**config.mk**
```make
export PLATFORM = sky130hd
export DESIGN_NAME = mem_fill_arbiter_flat
export DESIGN_NICKNAME = d
export VERILOG_FILES = /design/src/rtl/mem_fill_arbiter_pkg.sv /design/src/rtl/mem_fill_arbiter_if.sv /design/src/rtl/mem_fill_counter.sv /design/src/rtl/mem_fill_arbiter.sv /design/src/flat_wrapper.sv
export SDC_FILE = /design/constraint.sdc
export NUM_CORES = 1
export LEC_CHECK = 0
export CAP_MARGIN = 20
export CORE_MARGIN = 2
export CORE_UTILIZATION = 36
export DETAILED_ROUTE_END_ITERATION = 8
export GPL_TIMING_DRIVEN = 0
export PLACE_DENSITY = 0.77
export SLEW_MARGIN = 20
export SYNTH_ARGS = -nofsm -noshare
export SYNTH_HDL_FRONTEND = slang
export SYNTH_SLANG_ARGS = --single-unit
```
**constraint.sdc**
```tcl
create_clock -name clk -period 2 [get_ports clk]
set_input_delay 0.3 -clock clk [delete_from_list [all_inputs] [get_ports clk]]
set_output_delay 0.3 -clock clk [all_outputs]
set_load 0.01 [all_outputs]
```
**src/rtl/mem_fill_arbiter_pkg.sv**
```systemverilog
// wisc_mem_pkg: shared widths, block geometry and fill-arbiter state encoding
package wisc_mem_pkg;
  localparam int ADDR_W = 16;
  localparam int DATA_W = 16;
  localparam int WPB = 8;
  localparam int MEM_LATENCY = 4;
  localparam int IDX_W = $clog2(WPB);
  typedef enum logic [1:0] {IDLE = 2'd0, FILL_D = 2'd1, FILL_I = 2'd2} fill_state_e;
  function automatic logic [ADDR_W-1:0] block_base(input logic [ADDR_W-1:0] a);
    return {a[ADDR_W-1:IDX_W+1], {(IDX_W+1){1'b0}}};
  endfunction
endpackage

```
**src/rtl/mem_fill_arbiter_if.sv**
```systemverilog
// mem_fill_arbiter_if: cache miss requests, memory read port, fill steering and stall lines
interface mem_fill_arbiter_if;
  import wisc_mem_pkg::*;
  logic icache_miss;
  logic [ADDR_W-1:0] icache_miss_addr;
  logic dcache_miss;
  logic [ADDR_W-1:0] dcache_miss_addr;
  logic mem_en;
  logic [ADDR_W-1:0] mem_addr;
  logic mem_data_valid;
  logic [DATA_W-1:0] mem_data;
  logic [DATA_W-1:0] fill_data;
  logic [IDX_W-1:0] fill_word_idx;
  logic ifill_we;
  logic dfill_we;
  logic ifill_done;
  logic dfill_done;
  logic stall_if;
  logic stall_mem;
  modport master (
    input icache_miss, icache_miss_addr, dcache_miss, dcache_miss_addr, mem_data_valid, mem_data,
    output mem_en, mem_addr, fill_data, fill_word_idx, ifill_we, dfill_we, ifill_done, dfill_done,
      stall_if, stall_mem
  );
  modport slave (
    output icache_miss, icache_miss_addr, dcache_miss, dcache_miss_addr, mem_data_valid, mem_data,
    input mem_en, mem_addr, fill_data, fill_word_idx, ifill_we, dfill_we, ifill_done, dfill_done,
      stall_if, stall_mem
  );
endinterface

```
**src/rtl/mem_fill_counter.sv**
```systemverilog
// mem_fill_counter: per-grant issue counter (saturating at WPB) and receive word counter
module mem_fill_counter
  import wisc_mem_pkg::*;
(
  input  logic             clk,
  input  logic             rst,
  input  logic             clr,
  input  logic             issue_inc,
  input  logic             recv_inc,
  output logic [IDX_W:0]   issue_cnt,
  output logic [IDX_W-1:0] recv_cnt,
  output logic             issue_full,
  output logic             recv_last
);
  assign issue_full = issue_cnt == (IDX_W+1)'(WPB);
  assign recv_last = recv_cnt == IDX_W'(WPB - 1);
  // Count issued reads and returned words; cleared whenever no fill is active
  always_ff @(posedge clk) begin
    if (rst || clr) begin
      issue_cnt <= '0;
      recv_cnt <= '0;
    end else begin
      if (issue_inc && !issue_full) issue_cnt <= issue_cnt + 1'b1;
      if (recv_inc) recv_cnt <= recv_cnt + 1'b1;
    end
  end
endmodule

```
**src/rtl/mem_fill_arbiter.sv**
```systemverilog
// mem_fill_arbiter: grants I/D cache block fills on the shared memory, D side first
module mem_fill_arbiter
  import wisc_mem_pkg::*;
(
  input logic clk,
  input logic rst,
  mem_fill_arbiter_if.master bus
);
  fill_state_e state;
  logic [ADDR_W-1:0] base;
  logic [IDX_W:0] issue_cnt;
  logic [IDX_W-1:0] recv_cnt;
  logic issue_full, recv_last, recv_fire, last_fire;
  mem_fill_counter u_cnt (
    .clk(clk),
    .rst(rst),
    .clr(state == IDLE),
    .issue_inc(bus.mem_en),
    .recv_inc(recv_fire),
    .issue_cnt(issue_cnt),
    .recv_cnt(recv_cnt),
    .issue_full(issue_full),
    .recv_last(recv_last)
  );
  assign recv_fire = bus.mem_data_valid && state != IDLE;
  assign last_fire = recv_fire && recv_last;
  assign bus.mem_en = state != IDLE && !issue_full;
  assign bus.mem_addr = bus.mem_en ? base + ADDR_W'({issue_cnt, 1'b0}) : '0;
  assign bus.fill_data = recv_fire ? bus.mem_data : '0;
  assign bus.fill_word_idx = recv_fire ? recv_cnt : '0;
  assign bus.ifill_we = recv_fire && state == FILL_I;
  assign bus.dfill_we = recv_fire && state == FILL_D;
  assign bus.ifill_done = last_fire && state == FILL_I;
  assign bus.dfill_done = last_fire && state == FILL_D;
  assign bus.stall_if = bus.icache_miss && !bus.ifill_done;
  assign bus.stall_mem = bus.dcache_miss && !bus.dfill_done;
  // Arbitrate in IDLE (D wins), latch the block base, return to IDLE after the last word
  always_ff @(posedge clk) begin
    if (rst) begin
      state <= IDLE;
      base <= '0;
    end else if (state == IDLE) begin
      if (bus.dcache_miss) begin
        state <= FILL_D;
        base <= block_base(bus.dcache_miss_addr);
      end else if (bus.icache_miss) begin
        state <= FILL_I;
        base <= block_base(bus.icache_miss_addr);
      end
    end else if (last_fire) state <= IDLE;
  end
endmodule
```
**src/flat_wrapper.sv**
```systemverilog
// flat-port wrapper written by rule: the top's interface ports become plain ports
module mem_fill_arbiter_flat import wisc_mem_pkg::*;
  (clk, rst, bus_icache_miss, bus_icache_miss_addr, bus_dcache_miss, bus_dcache_miss_addr, bus_mem_data_valid, bus_mem_data, bus_mem_en, bus_mem_addr, bus_fill_data, bus_fill_word_idx, bus_ifill_we, bus_dfill_we, bus_ifill_done, bus_dfill_done, bus_stall_if, bus_stall_mem);
  mem_fill_arbiter_if bus_i ();
  input logic clk;
  input logic rst;
  input wire logic [$bits(bus_i.icache_miss)-1:0] bus_icache_miss;
  input wire logic [$bits(bus_i.icache_miss_addr)-1:0] bus_icache_miss_addr;
  input wire logic [$bits(bus_i.dcache_miss)-1:0] bus_dcache_miss;
  input wire logic [$bits(bus_i.dcache_miss_addr)-1:0] bus_dcache_miss_addr;
  input wire logic [$bits(bus_i.mem_data_valid)-1:0] bus_mem_data_valid;
  input wire logic [$bits(bus_i.mem_data)-1:0] bus_mem_data;
  output wire logic [$bits(bus_i.mem_en)-1:0] bus_mem_en;
  output wire logic [$bits(bus_i.mem_addr)-1:0] bus_mem_addr;
  output wire logic [$bits(bus_i.fill_data)-1:0] bus_fill_data;
  output wire logic [$bits(bus_i.fill_word_idx)-1:0] bus_fill_word_idx;
  output wire logic [$bits(bus_i.ifill_we)-1:0] bus_ifill_we;
  output wire logic [$bits(bus_i.dfill_we)-1:0] bus_dfill_we;
  output wire logic [$bits(bus_i.ifill_done)-1:0] bus_ifill_done;
  output wire logic [$bits(bus_i.dfill_done)-1:0] bus_dfill_done;
  output wire logic [$bits(bus_i.stall_if)-1:0] bus_stall_if;
  output wire logic [$bits(bus_i.stall_mem)-1:0] bus_stall_mem;
  assign bus_i.icache_miss = bus_icache_miss;
  assign bus_i.icache_miss_addr = bus_icache_miss_addr;
  assign bus_i.dcache_miss = bus_dcache_miss;
  assign bus_i.dcache_miss_addr = bus_dcache_miss_addr;
  assign bus_i.mem_data_valid = bus_mem_data_valid;
  assign bus_i.mem_data = bus_mem_data;
  assign bus_mem_en = bus_i.mem_en;
  assign bus_mem_addr = bus_i.mem_addr;
  assign bus_fill_data = bus_i.fill_data;
  assign bus_fill_word_idx = bus_i.fill_word_idx;
  assign bus_ifill_we = bus_i.ifill_we;
  assign bus_dfill_we = bus_i.dfill_we;
  assign bus_ifill_done = bus_i.ifill_done;
  assign bus_dfill_done = bus_i.dfill_done;
  assign bus_stall_if = bus_i.stall_if;
  assign bus_stall_mem = bus_i.stall_mem;
  mem_fill_arbiter u_core (.clk(clk), .rst(rst), .bus(bus_i));
endmodule
```
# Word-level counts from Yosys, hierarchy flattened
# Index checks and enable logic that the tools add are counted.
[word_totals]
regBits = 25
latchBits = 0
mem_bits_rw = 0
romBits = 0
in_bits = 53
elab_cells = 41
mem_count = 0
[op_classes]
addsub = 3
mul = 0
div = 0
order_cmp = 0
n_eq_ne = 5
n_shift = 0
n_mux = 9
bitwise = 0
reduce_logical = 20
[ops]
columns = ["operator", "n"]
rows = [
  ["2-to-1 mux 16 bit", 4],
  ["adder 16 x 5 -> 16 bit", 1],
  ["logical AND 1 bit", 10],
  ["2-to-1 mux 2 bit", 4],
  ["nonzero test 2 bit", 3],
  ["adder 4 x 1 -> 4 bit, second input constant", 1],
  ["equality test 4 bit, second input constant", 1],
  ["AND reduction 2 bit", 2],
  ["adder 3 x 1 -> 3 bit, second input constant", 1],
  ["equality test 3 bit, second input constant", 1],
  ["logical NOT 1 bit", 3],
  ["2-to-1 mux 3 bit", 1],
  ["inequality test 3 bit, second input constant", 1],
  ["equality test 2 x 1 -> 1 bit, second input constant", 1],
  ["equality test 2 bit, second input constant", 1],
  ["logical NOT 2 bit", 1],
  ["logical OR 1 bit", 1],
]

# Longest topological paths before layout
[logic_depth]
word_depth = 6
ltp_mapped = 6
depth_no_buf = 6

# Cells and area by module
# Synthesis repeated with hierarchy kept, for this count alone.
[hier_totals]
hier_cells = 182
area_unflattened_um2 = 1476.4
[by_module_without_submodules]
columns = ["module", "n_inst", "cells_per_inst", "area_per_inst_um2", "seq_area_each_um2"]
rows = [
  ["mem_fill_arbiter", 1, 145, 1129.8, 280.3],
  ["mem_fill_counter", 1, 37, 346.6, 140.1],
]

# Worst setup path after synthesis
# No wires, ideal clock.
[synth_timing]
path_type = "flip-flop to output port"
start = "register u_core.u_cnt.issue_cnt[3]"
end = "output port bus_mem_addr[14]"
t_arrival_ps = 1446
t_required_ps = 1700
setup_slack_ps = 254
path_stages_with_launch = 5
n_path_buf = 0
cell_sequence = "dfxtp_1 > ha_1 > nand3_1 > or4_1 > a21oi_1"
[synth_via]
elab_chain_len = 4
word_cells_on_any_way = 5
classes_between = "add/sub: 1; eq/ne: 1; mux: 1; reduce/logical: 2"
[synth_rtl]
columns = ["item", "line_no", "text"]
rows = [
  ["start: declaration", "mem_fill_counter.sv:10", "output logic [IDX_W:0] issue_cnt,"],
  ["start signal: assignment", "mem_fill_counter.sv:23", "if (issue_inc && !issue_full) issue_cnt <= issue_cnt + 1'b1;"],
  ["branches (longest 3 deep; another with adder 16 x 5 -> 16 bit)", "--", ""],
  ["2-to-1 mux 16 bit (*)", "mem_fill_arbiter.sv:28", "assign bus.mem_addr = bus.mem_en ? base + ADDR_W'({issue_cnt, 1'b0}) : '0;"],
  ["end: declaration", "flat_wrapper.sv:14", "output wire logic [$bits(bus_i.mem_addr)-1:0] bus_mem_addr;"],
]
# Mark *: on every way between the ends.

# Worst setup path in the final report
[layout_timing]
start = "register u_core.u_cnt.issue_cnt[3]"
end = "output port bus_mem_addr[12]"
# The elaborated chain is that of the path after synthesis.

==> flow_summary.json <==
{
  "antenna_left": 0,
  "path_class": "register to primary output",
  "crit_chain": "ha_4 -> nand3_4 -> or4b_4 -> a21oi_2 -> buf_2",
  "fin_worst_skew_ps": 6.15,
  "finalMaxSlewViolations": 0,
  "hold_depth": 3,
  "async_flop_share_pct": 0,
  "synth_flop_cell": "dfxtp_1",
  "slowest_delay_ps": 520,
  "pre_cts_ws_ps": -427,
  "hold_path_class": "input pin to register",
  "hold_end": "u_core.u_cnt.recv_cnt[0]",
  "crit_arrival_ps": 1680,
  "synth_area_um2": 1480,
  "synth_top_area_share_pct": 28.5,
  "cp_max_fo": 5,
  "max-cap-violations": 0,
  "p_leak_uw": 0.00129,
  "globalRouteTotalUtil_pct": 20.0,
  "worst_setup_path_start_kind": "register",
  "synth_edf_count": 0,
  "drt_iter0_markers": 67,
  "swShare_pct": 32.4,
  "h-tree-depth": 1,
  "timing.fmax_mhz": 504,
  "clock_insertion_delay_worst_skew_ps": 260,
  "nFillCells": 316,
  "synth.distinct_cells": 37,
  "clkPwrFrac_pct": 22.2,
  "cts_tree": "built",
  "post-dp-hpwl_mm": 3.35,
  "first_global_vias": 1538,
  "avgViaCountPerCell": 5.15,
  "comb_power_share_pct": 37.5,
  "dieArea_um2": 4630,
  "ys_ff_latch": 21,
  "cts.sinks": 21,
  "numCtsBuffers": 3,
  "vias": 1766,
  "grt_setup_unrepaired": "yes",
  "period_share_pct": 99.1,
  "antenna_found_initial": 0,
  "status": "complete, no violations",
  "die_h_um": 68.1,
  "ys_warn_count": 0,
  "initial_core_util_pct": 37.2,
  "nets": 353,
  "cp-end-kind": "primary output",
  "placement.io_buffers": 83,
  "grt_overflow": 0,
  "p_seq_share_pct": 40.3,
  "fin_crit_ps": 1980,
  "setup_tns_ps": 0,
  "cts_buffer_depth": 2,
  "wl_per_cell_um": 14.5,
  "synth_area_per_cell_um2": 8.30,
  "ir_drop_v": 0.000286,
  "synth_area_leaders": "dfxtp_1, mux2i_1, and2_1",
  "io-pin-count": 95,
  "power.density_nw_per_um2": 460,
  "setup_viol": 0,
  "place_area_um2": 2370,
  "synth_commonest_cells": "and2_1, dfxtp_1, a21oi_1, mux2i_1, nor2_1",
  "required_ps": 1700,
  "grt_pass1_wl_mm": 6.98,
  "reg2reg_to": "u_core.u_cnt.issue_cnt[1]",
  "hold_viol": 0,
  "syn2layout_area_growth_pct": 88.3,
  "reg2reg_slack_ps": 20,
  "cts_hold_buf": 0,
  "drt_wl_total_mm": 4.98,
  "syn_inst": 178,
  "clk_pin_slew_worst_paths_ps": 80,
  "rr_startpoint": "u_core.u_cnt.issue_cnt[0]",
  "slowest_stage": "or4b_4",
  "num_rows": 23,
  "drt_pass1_iterations": 5,
  "ys_seq_area_share_pct": 28.5,
  "drc": 0,
  "syn_nets": 237,
  "intPower_uw": 865,
  "cts-root-buf": "clkbuf_8",
  "drive_above_1_share_pct": 30.0,
  "p_switching_uw": 414,
  "place.gp.congestion": 0.776,
  "die_w_um": 68.1,
  "yosys.area.top_type": "dfxtp_1",
  "r2r_cells": 13,
  "coreArea_um2": 3970,
  "post-route-util_pct": 70.1,
  "diodes": 0,
  "final_cell_area_um2": 2780,
  "min_from": "bus_mem_data_valid",
  "grt_max_degree": 13,
  "setup_ws_ps": 17.8
}
metal layers:
metal	up-vias	routed length, um	GRT usage [%]	share of wire (%)
li1	865	-	-	-
met4	0	112	10.3	2.2
met1	828	2080	25.4	42
met2	62	2590	33.4	52
met3	11	194	2.14	3.9
met5	-	0	0	0
metrics by stage:
step	std cells	hold WS, ps	power (uW)
6_report	343	389	1280
5_1_grt	343	417	1360
4_1_cts	328	400	1230
3_5_place_dp	311	512	936
3_3_place_gp	311	500	928
2_1_floorplan	178	373	717
worst max-delay path, delay by kind of cell, from the launching register on:
| kind | cells | cell delay [ps] |
|---|---|---|
| AO/OA/AOI/OAI | 1 | 120 |
| adder cells (fa/ha/maj) | 1 | 160 |
| buffers and inverters | 1 | 130 |
| flip-flops | 1 | 390 |
| AND/OR/NAND/NOR | 2 | 610 |
worst max-delay path by stage:
| stage | to | startpoint | slack (ps) | cells past startpoint |
|---|---|---|---|---|
| floorplan | bus_mem_addr[14] | u_core.u_cnt.issue_cnt[3] | 250 | 4 |
| global placement | bus_mem_addr[12] | u_core.u_cnt.issue_cnt[0] | -410 | 7 |
| detailed placement | bus_mem_addr[12] | u_core.u_cnt.issue_cnt[0] | -430 | 7 |
| CTS | u_core.u_cnt.issue_cnt[1] | u_core.u_cnt.issue_cnt[0] | -110 | 14 |
| global route | u_core.u_cnt.issue_cnt[1] | u_core.u_cnt.issue_cnt[0] | -40 | 13 |
| finish | bus_mem_addr[12] | u_core.u_cnt.issue_cnt[3] | 20 | 5 |
placed cells by master (no fill, tap or decap), types with 3 or more instances in the layout:
cell type        synthesis  routed
nand3_1                  5       3
a21oi_1                 20      16
o21ai_0                  5       4
buf_6                    2       3
a211oi_1                12      12
dlygate4sd2_1            0      10
nand4_1                  3       3
and2_1                  21      21
dlymetal6s2s_1           0       9
mux2i_1                 15      15
o31ai_1                  3       3
clkbuf_2                 0       4
dfxtp_2                  0       5
buf_2                    4       9
clkdlybuf4s50_1          0      54
ha_4                     0       3
a21oi_2                  0       4
nand2_1                  4       3
buf_4                    1      27
dfxtp_1                 21       8
clkbuf_8                 1       4
clkbuf_1                 5       3
ha_1                     6       3
dfxtp_4                  0       8
xor2_1                   4       4
nor2_1                  15      15
registers in the layout, summed over array words and instances (netlist names):
signal and cells:
u_core.state 2, u_core.u_cnt.issue_cnt 4, u_core.u_cnt.recv_cnt 3, u_core.base 12
cell type report:
class,count,area (um^2),share of cell area [%]
plain buffers,13,87.6,3.15
clock buffers,3,41.3,1.48
clock inverters,1,5.00,0.180
inverters,4,17.5,0.629
multi-input cells,141,1100,39.7
flip-flops and latches,21,457,16.4
well taps,50,62.6,2.25
repair buffers,110,1010,36.2
timing repair:
action / CTS / global route
gates resized for setup: 77 / 32
cloned: 0 / 2
pin swaps: 2 / 11
buffers inserted: 13 / 14
endpoints found under the setup margin: 39 / 35
cells by family after synthesis:
| group | Yosys count | share of synthesized area [%] |
|---|---|---|
| simple gates | 69 | 28.1 |
| compound gates | 42 | 17.2 |
| flops | 21 | 28.5 |
| buf+inv | 17 | 6.60 |
| mux | 15 | 10.2 |
| xor+xnor | 7 | 4.15 |
| fa+ha+maj | 6 | 5.08 |
| other cells | 1 | 0.254 |
power by group through the flow:
stage	combinational [uW]	clock, uW	sequential, uW
CTS	434	285	511
floorplan	217	0	499
global route	522	313	520
detailed placement	422	0	514
finish	480	284	515
global placement	416	0	512
No activity file was read; power rests on OpenSTA's default activity.
